$ cat src/rtl/serial_adder_pkg.sv
// serial_adder shared types
// state encoding and counter sizing
package serial_adder_pkg;

  typedef enum logic [1:0] {
    IDLE = 2'd0,
    ADD  = 2'd1,
    DONE = 2'd2
  } state_t;

  function automatic int cnt_w(input int w);
    return $clog2(w + 1);
  endfunction

endpackage

$ cat src/rtl/serial_adder_fa_cell.sv
// serial_fa_cell: one-bit full adder
// with the running carry held in a flop
module serial_fa_cell (
  input  logic clk,
  input  logic rst_n,
  input  logic clr,
  input  logic en,
  input  logic x,
  input  logic y,
  output logic s,
  output logic co,
  output logic carry
);

  assign s  = x ^ y ^ carry;
  assign co = (x & y) | (carry & (x ^ y));

  // carry flop: cleared on load, advanced per bit
  always_ff @(posedge clk or negedge rst_n) begin
    if (!rst_n) begin
      carry <= 1'b0;
    end else if (clr) begin
      carry <= 1'b0;
    end else if (en) begin
      carry <= co;
    end
  end

endmodule

$ cat src/rtl/serial_adder.sv
// serial_adder: LSB-first bit-serial add
// FSM, bit counter and shift registers
module serial_adder
  import serial_adder_pkg::*;
#(
  parameter int WIDTH = 8
) (
  input  logic             clk,
  input  logic             rst_n,
  input  logic             start,
  input  logic [WIDTH-1:0] a,
  input  logic [WIDTH-1:0] b,
  output logic             busy,
  output logic             done,
  output logic [WIDTH-1:0] sum,
  output logic             carry_out
);

  localparam int CW = cnt_w(WIDTH);
  localparam logic [CW-1:0] LAST = CW'(WIDTH - 1);

  state_t           state;
  logic [CW-1:0]    cnt;
  logic [WIDTH-1:0] sh_a;
  logic [WIDTH-1:0] sh_b;
  logic [WIDTH-1:0] res;
  logic [WIDTH-1:0] res_nxt;
  logic             fa_s;
  logic             fa_co;
  logic             fa_c;
  logic             clr;
  logic             en;

  assign clr = (state == IDLE) && start;
  assign en  = (state == ADD);

  serial_fa_cell u_fa (
    .clk   (clk),
    .rst_n (rst_n),
    .clr   (clr),
    .en    (en),
    .x     (sh_a[0]),
    .y     (sh_b[0]),
    .s     (fa_s),
    .co    (fa_co),
    .carry (fa_c)
  );

  // new bit enters at the MSB so the word
  // is right-aligned after WIDTH shifts
  generate
    if (WIDTH == 1) begin : g_w1
      assign res_nxt = fa_s;
    end else begin : g_wn
      assign res_nxt = {fa_s, res[WIDTH-1:1]};
    end
  endgenerate

  // sequencer: load, shift per bit, publish
  always_ff @(posedge clk or negedge rst_n) begin
    if (!rst_n) begin
      state     <= IDLE;
      cnt       <= '0;
      sh_a      <= '0;
      sh_b      <= '0;
      res       <= '0;
      sum       <= '0;
      carry_out <= 1'b0;
      busy      <= 1'b0;
      done      <= 1'b0;
    end else begin
      case (state)
        IDLE: begin
          done <= 1'b0;
          if (start) begin
            sh_a  <= a;
            sh_b  <= b;
            cnt   <= '0;
            busy  <= 1'b1;
            state <= ADD;
          end
        end
        ADD: begin
          sh_a <= sh_a >> 1;
          sh_b <= sh_b >> 1;
          res  <= res_nxt;
          cnt  <= cnt + CW'(1);
          if (cnt == LAST) begin
            sum       <= res_nxt;
            carry_out <= fa_co;
            busy      <= 1'b0;
            done      <= 1'b1;
            state     <= DONE;
          end
        end
        DONE: begin
          done  <= 1'b0;
          state <= IDLE;
        end
        default: begin
          busy  <= 1'b0;
          done  <= 1'b0;
          state <= IDLE;
        end
      endcase
    end
  end

endmodule

$ cat config.mk
export PLATFORM = sky130hd
export DESIGN_NAME = serial_adder
export DESIGN_NICKNAME = d
export VERILOG_FILES = /design/src/rtl/serial_adder_pkg.sv /design/src/rtl/serial_adder_fa_cell.sv /design/src/rtl/serial_adder.sv
export SDC_FILE = /design/constraint.sdc
export NUM_CORES = 1
export LEC_CHECK = 0
export ABC_CLOCK_PERIOD_IN_PS = 3780
export CORE_MARGIN = 2
export CORE_UTILIZATION = 28
export CTS_CLUSTER_SIZE = 8
export DETAILED_ROUTE_END_ITERATION = 12
export PLACE_DENSITY = 0.5
export SETUP_SLACK_MARGIN = 0.02
export SLEW_MARGIN = 40
export SYNTH_ARGS = -nofsm -noshare
export SYNTH_HDL_FRONTEND = slang
export SYNTH_SLANG_ARGS = --single-unit
$ cat constraint.sdc
create_clock -name clk -period 3.78 [get_ports clk]
set_clock_uncertainty 0.1 [all_clocks]
set_input_delay 0.378 -clock clk [delete_from_list [all_inputs] [get_ports clk]]
set_output_delay 0.378 -clock clk [all_outputs]
set_load 0.1 [all_outputs]
======== Yosys cells after proc, flatten, opt, wreduce, memory -nomap -nowiden ========
Cells that the tools add are included.
operators by class
  div/mod/pow operators ................... 0
  reduce and logical (&&, ||, !) cells .... 8
  add/sub/neg operators ................... 1
  multipliers ............................. 0
  shift operators ......................... 0
  mux-type cells .......................... 16
  eq/ne operators ......................... 5
  $lt $le $gt $ge ......................... 0
  bitwise operators ....................... 6
operators with widths
  cell                   number
  $pmux W8 S2            2
  $mux W8                2
  $pmux W4 S2            1
  $mux W1                6
  $reduce_and A2 Y1      3
  $add A4 B1 Y4 const B  1
  $eq A4 B3 Y1 const B   1
  $mux W2                2
  $mux W4                1
  $pmux W2 S2            1
  $reduce_bool A2 Y1     2
  $pmux W1 S3            1
  $reduce_and A3 Y1      1
  $and A1 B1 Y1          2
  $eq A2 B1 Y1 const B   1
  $eq A2 B2 Y1 const B   1
  $logic_not A2 Y1       1
  $ne A2 B1 Y1 const B   1
  $ne A2 B2 Y1 const B   1
  $xor A1 B1 Y1          2
  $logic_and A1 B1 Y1    1
  $not A1 Y1             1
  $or A1 B1 Y1           1
word-level totals
  memory bits (writable) .................. 0
  output and inout port bits .............. 11
  flip-flop bits (word level) ............. 42
  bits in read-only memories .............. 0
  word-level logic and storage cells ...... 46
  memories kept ........................... 0
  input bits .............................. 19
  latch bits .............................. 0

======== Logic depth before layout (Yosys ltp) ========
  word-level depth ........................ 5
  gate-level depth with buffers ........... 5
  mapped depth without buffers ............ 4

======== Hierarchy ========
A second synthesis with hierarchy kept.
second synthesis, totals
  cells, all modules ...................... 152
  area, all modules ....................... 1,845.5 µm²
by module, submodules not included
  module          instances  area each (µm²)  cells an instance  sequential area each (µm²)
  serial_adder    1          1,786.7          148                1,001.0
  serial_fa_cell  1          58.8             4                  25.0

======== Least setup slack after synthesis ========
Ideal clock, no wire load.
  path type ............................... flip-flop to flip-flop
  start point ............................. register cnt[0]
  end point ............................... register carry_out
  data arrival time ....................... 1.376 ns
  data required time ...................... 3.554 ns
  slack ................................... 2.178 ns
  cell stages (with the launch flop) ...... 6
  clock period less this slack ............ 1.602 ns
  setup time .............................. 0.126 ns
  buffers on the path ..................... 1
  path through ............................ dfrtp_1 ha_1 and3b_1 and2_4 buf_12 mux2_4
between the ends
  longest elaborated chain between the ends .. 2
ends and longest elaborated chain
  item                                RTL line            source
  start, declared                     serial_adder.sv:23  logic [CW-1:0] cnt;
  start signal, assigned              serial_adder.sv:87  cnt <= cnt + CW'(1);
  $eq A4 B3 Y1                        serial_adder.sv:88  if (cnt == LAST) begin
  $reduce_and A2 Y1 (no source line)  --
  end signal, assigned                serial_adder.sv:90  carry_out <= fa_co;
  end, declared                       serial_adder.sv:16  output logic carry_out
Every way passes these cells.
A chain may end at the register's enable or synchronous reset.

======== Final worst setup path ========
  start point ............................. input start
  end point ............................... register sh_a[1]
between the ends
  longest elaborated chain between the ends .. 2
ends and longest elaborated chain
  item                                RTL line            source
  start, declared                     serial_adder.sv:10  input logic start,
  $ne A2 B2 Y1 (no source line)       --
  $reduce_and A2 Y1 (no source line)  --
  end signal, assigned                serial_adder.sv:84  sh_a <= sh_a >> 1;
  end, declared                       serial_adder.sv:24  logic [WIDTH-1:0] sh_a;
Every way passes these cells.

==> metrics.csv <==
metric;value;unit
clock_latency;290;ps
synth_top_area_share;55.0;%
reg2reg_slack;1850;ps
critical_path_arrival;2300;ps
min_path_cells;2;
cts_buffer_depth;2;
synth_top_family_by_area;compound AO/OA/AOI/OAI gates;
cp_slowest_cell;clkdlybuf4s50_1;
dp_hpwl;2490;um
final_nets;221;
seq_area_frac_synth;55.0;%
crit_family;buffers and inverters;
synthAdderAreaFrac;1.74;%
cp_cell_sequence;clkdlybuf4s50_1 -> nor2b_1 -> buf_4 -> a21oi_1 -> o21ai_0;
mostFrequentLayoutCell;dfrtp_1;
grt_pass1_wl;6550;um
antenna_found_initial;0;
maxCapViolCount;0;
final_core_util;35.4;%
cts_tree;yes;
hold_viol;0;
synth_compound_area_share;17.5;%
cts_root_buf;clkbuf_8;
vias;1317;
grt_overflow_total;0;
synth_top_area_cell;dfrtp_1;
cts.sinks;41;
synthMuxAreaShare;7.85;%
num_io_pins;30;
min_period;2190;ps
area_growth_syn_to_layout;21.1;%
grt_start_max_net_pins;42;
syn-num-nets;192;
layout-drive-gt1-share;16.9;%
min_path_type;reg2reg;
layout_common_cells;41 x dfrtp_1, 25 x nand2_1, 17 x a21oi_1, 17 x o21ai_0, 17 x clkdlybuf4s50_1;
slew_violations;0;
grt_usage;11.5;%
firstDrtPassIters;4;
power_density;901;nW/um^2
post-cts-setup-buffer-count;0;
yosys.area_share.simple;14.2;%
core_area;6390;um^2
htree_levels;2;
syn_area_per_cell;10.9;um^2
finalSetupViolCount;0;
synth_cell_types;26;
start_util;29.2;%
relSlewSlack;51.4;%
whs;380;ps
crit_path_max_fanout;18;
gp_congestion;0.744;
rsz0062_at_grt;no;
antenna_left;0;
numCtsBuffers;5;
die_x;85.6;um
rr_worst_depth;4;
numPortBuffers;29;
postSynthCellCount;171;
path_clk_slew;80;ps
worst-setup-path-type;in2reg;
crit_path_max_incr_delay;860;ps
yosys-top-cells-area;dfrtp_1 55%, mux2_4 7.2%, a22oi_1 5.6%;
min_from;res[1];
timing.fmax;458;MHz
synthXorXnorAreaFrac;0;%
syn_area;1870;um^2
rows;29;
vdd_drop_max;0.000618;V
timing.rr.start;state[1];
start_kind;primary input;
routed_wl;3880;um
insertedDiodeCount;0;
die-area;7330;um^2
final_area;2260;um^2
min_to;res[1];
fin_crit_sh;57.8;%
grt_pass1_vias;1275;
tightest_slew;729;ps
drt_iter0_drc;78;
yosysWarnings;0;
cp-end-kind;register;
post_dp_cell_area;2150;um^2
cts_resized;0;
wl_per_cell;14.0;um
drc;0;
path_buf_inv;2;
fin_setup_tns;0;ps
worst_r2r_endpoint;sh_a[1];
avgViaCountPerCell;4.74;
p_leak;1.05;nW
status;finished, final reports clean;
synth-seq-cells;41;
die_height;85.6;um
crit_required;3890;ps
n_fill_cell;645;
report_power, final:
| group | switching, W | internal [W] | total (W) | leakage (nW) |
|---|---|---|---|---|
| clock network | 0.000154 | 0.000148 | 0.000302 | 0.0512 |
| logic | 0.000675 | 0.000302 | 0.000977 | 0.466 |
| registers | 0.000136 | 0.000619 | 0.000755 | 0.531 |
| total | 0.000965 | 0.00107 | 0.00203 | 1.05 |
sequential cells by signal (all words and copies together) (netlist names), 2 cells and up:
signal	count
sh_a	8
res	7
sh_b	8
sum	8
state	2
cnt	4
synth_stat cells, drive strengths merged:
| cell | number |
|---|---|
| ha | 1 |
| dfrtp | 41 |
| and2b | 8 |
| nor2 | 4 |
| a21oi | 17 |
| mux2 | 10 |
| nand2b | 1 |
| buf | 6 |
| nand3 | 2 |
| o32ai | 1 |
| a22o | 3 |
| clkbuf | 5 |
| inv | 1 |
| a22oi | 14 |
| o311ai | 1 |
| and3b | 1 |
| fa | 1 |
| nand2 | 25 |
| nor2b | 10 |
| o21ai | 17 |
| and2 | 1 |
| o21bai | 1 |
metal layers:
layer | GRT usage [%] | share of wire, % | up-vias
li1 | - | - | 654
met1 | 16.1 | 49 | 630
met2 | 17.0 | 45 | 25
met3 | 2.98 | 3.9 | 8
met4 | 4.76 | 1.7 | 0
met5 | 0 | 0 | -
through the flow:
stage	std cells	worst slack, ps	power, W
6_report	278	1590	0.00203
5_1_grt	278	1360	0.00219
4_1_cts	278	1580	0.00206
3_5_place_dp	269	1290	0.00175
3_3_place_gp	269	1350	0.00180
2_1_floorplan	171	2180	0.00155
worst min-delay path: stages, from the launching register on:
cell and delay, ps:
dfrtp_1 350, nand2_1 50, nand2_1 50
cells by family after synthesis:
group	Yosys count
AOI/OAI and AO/OA	54
adders and majority gates	2
buffers and inverters	12
DFF	41
muxes	10
and+or+nand+nor	52
timing repair:
action	4_1_cts	5_1_grt
setup endpoints to repair	0	0
endpoints found under the hold margin	41	0
hold buffers	1	0
cell type report:
type	instances	area, um^2	share of cell area [%]
sequential	41	1030	45.4
multi-input combinational	118	771	34.1
timing repair buffer	33	265	11.7
tap	77	96.3	4.27
clock buffer	6	82.6	3.66
clock inverter	2	13.8	0.609
inverter	1	3.75	0.166
worst max-delay path by stage:
stage                     startpoint         to  slack [ps]  depth (start not counted)
after CTS                      start    sh_a[5]        1580                          5
final                          start    sh_a[1]        1590                          5
after detailed placement       start    sh_b[1]        1290                          5
after global placement         start    sh_b[0]        1350                          5
after floorplan               cnt[0]  carry_out        2180                          5
after global routing           start    sh_a[1]        1360                          5
(Power assumes the default switching activity.)
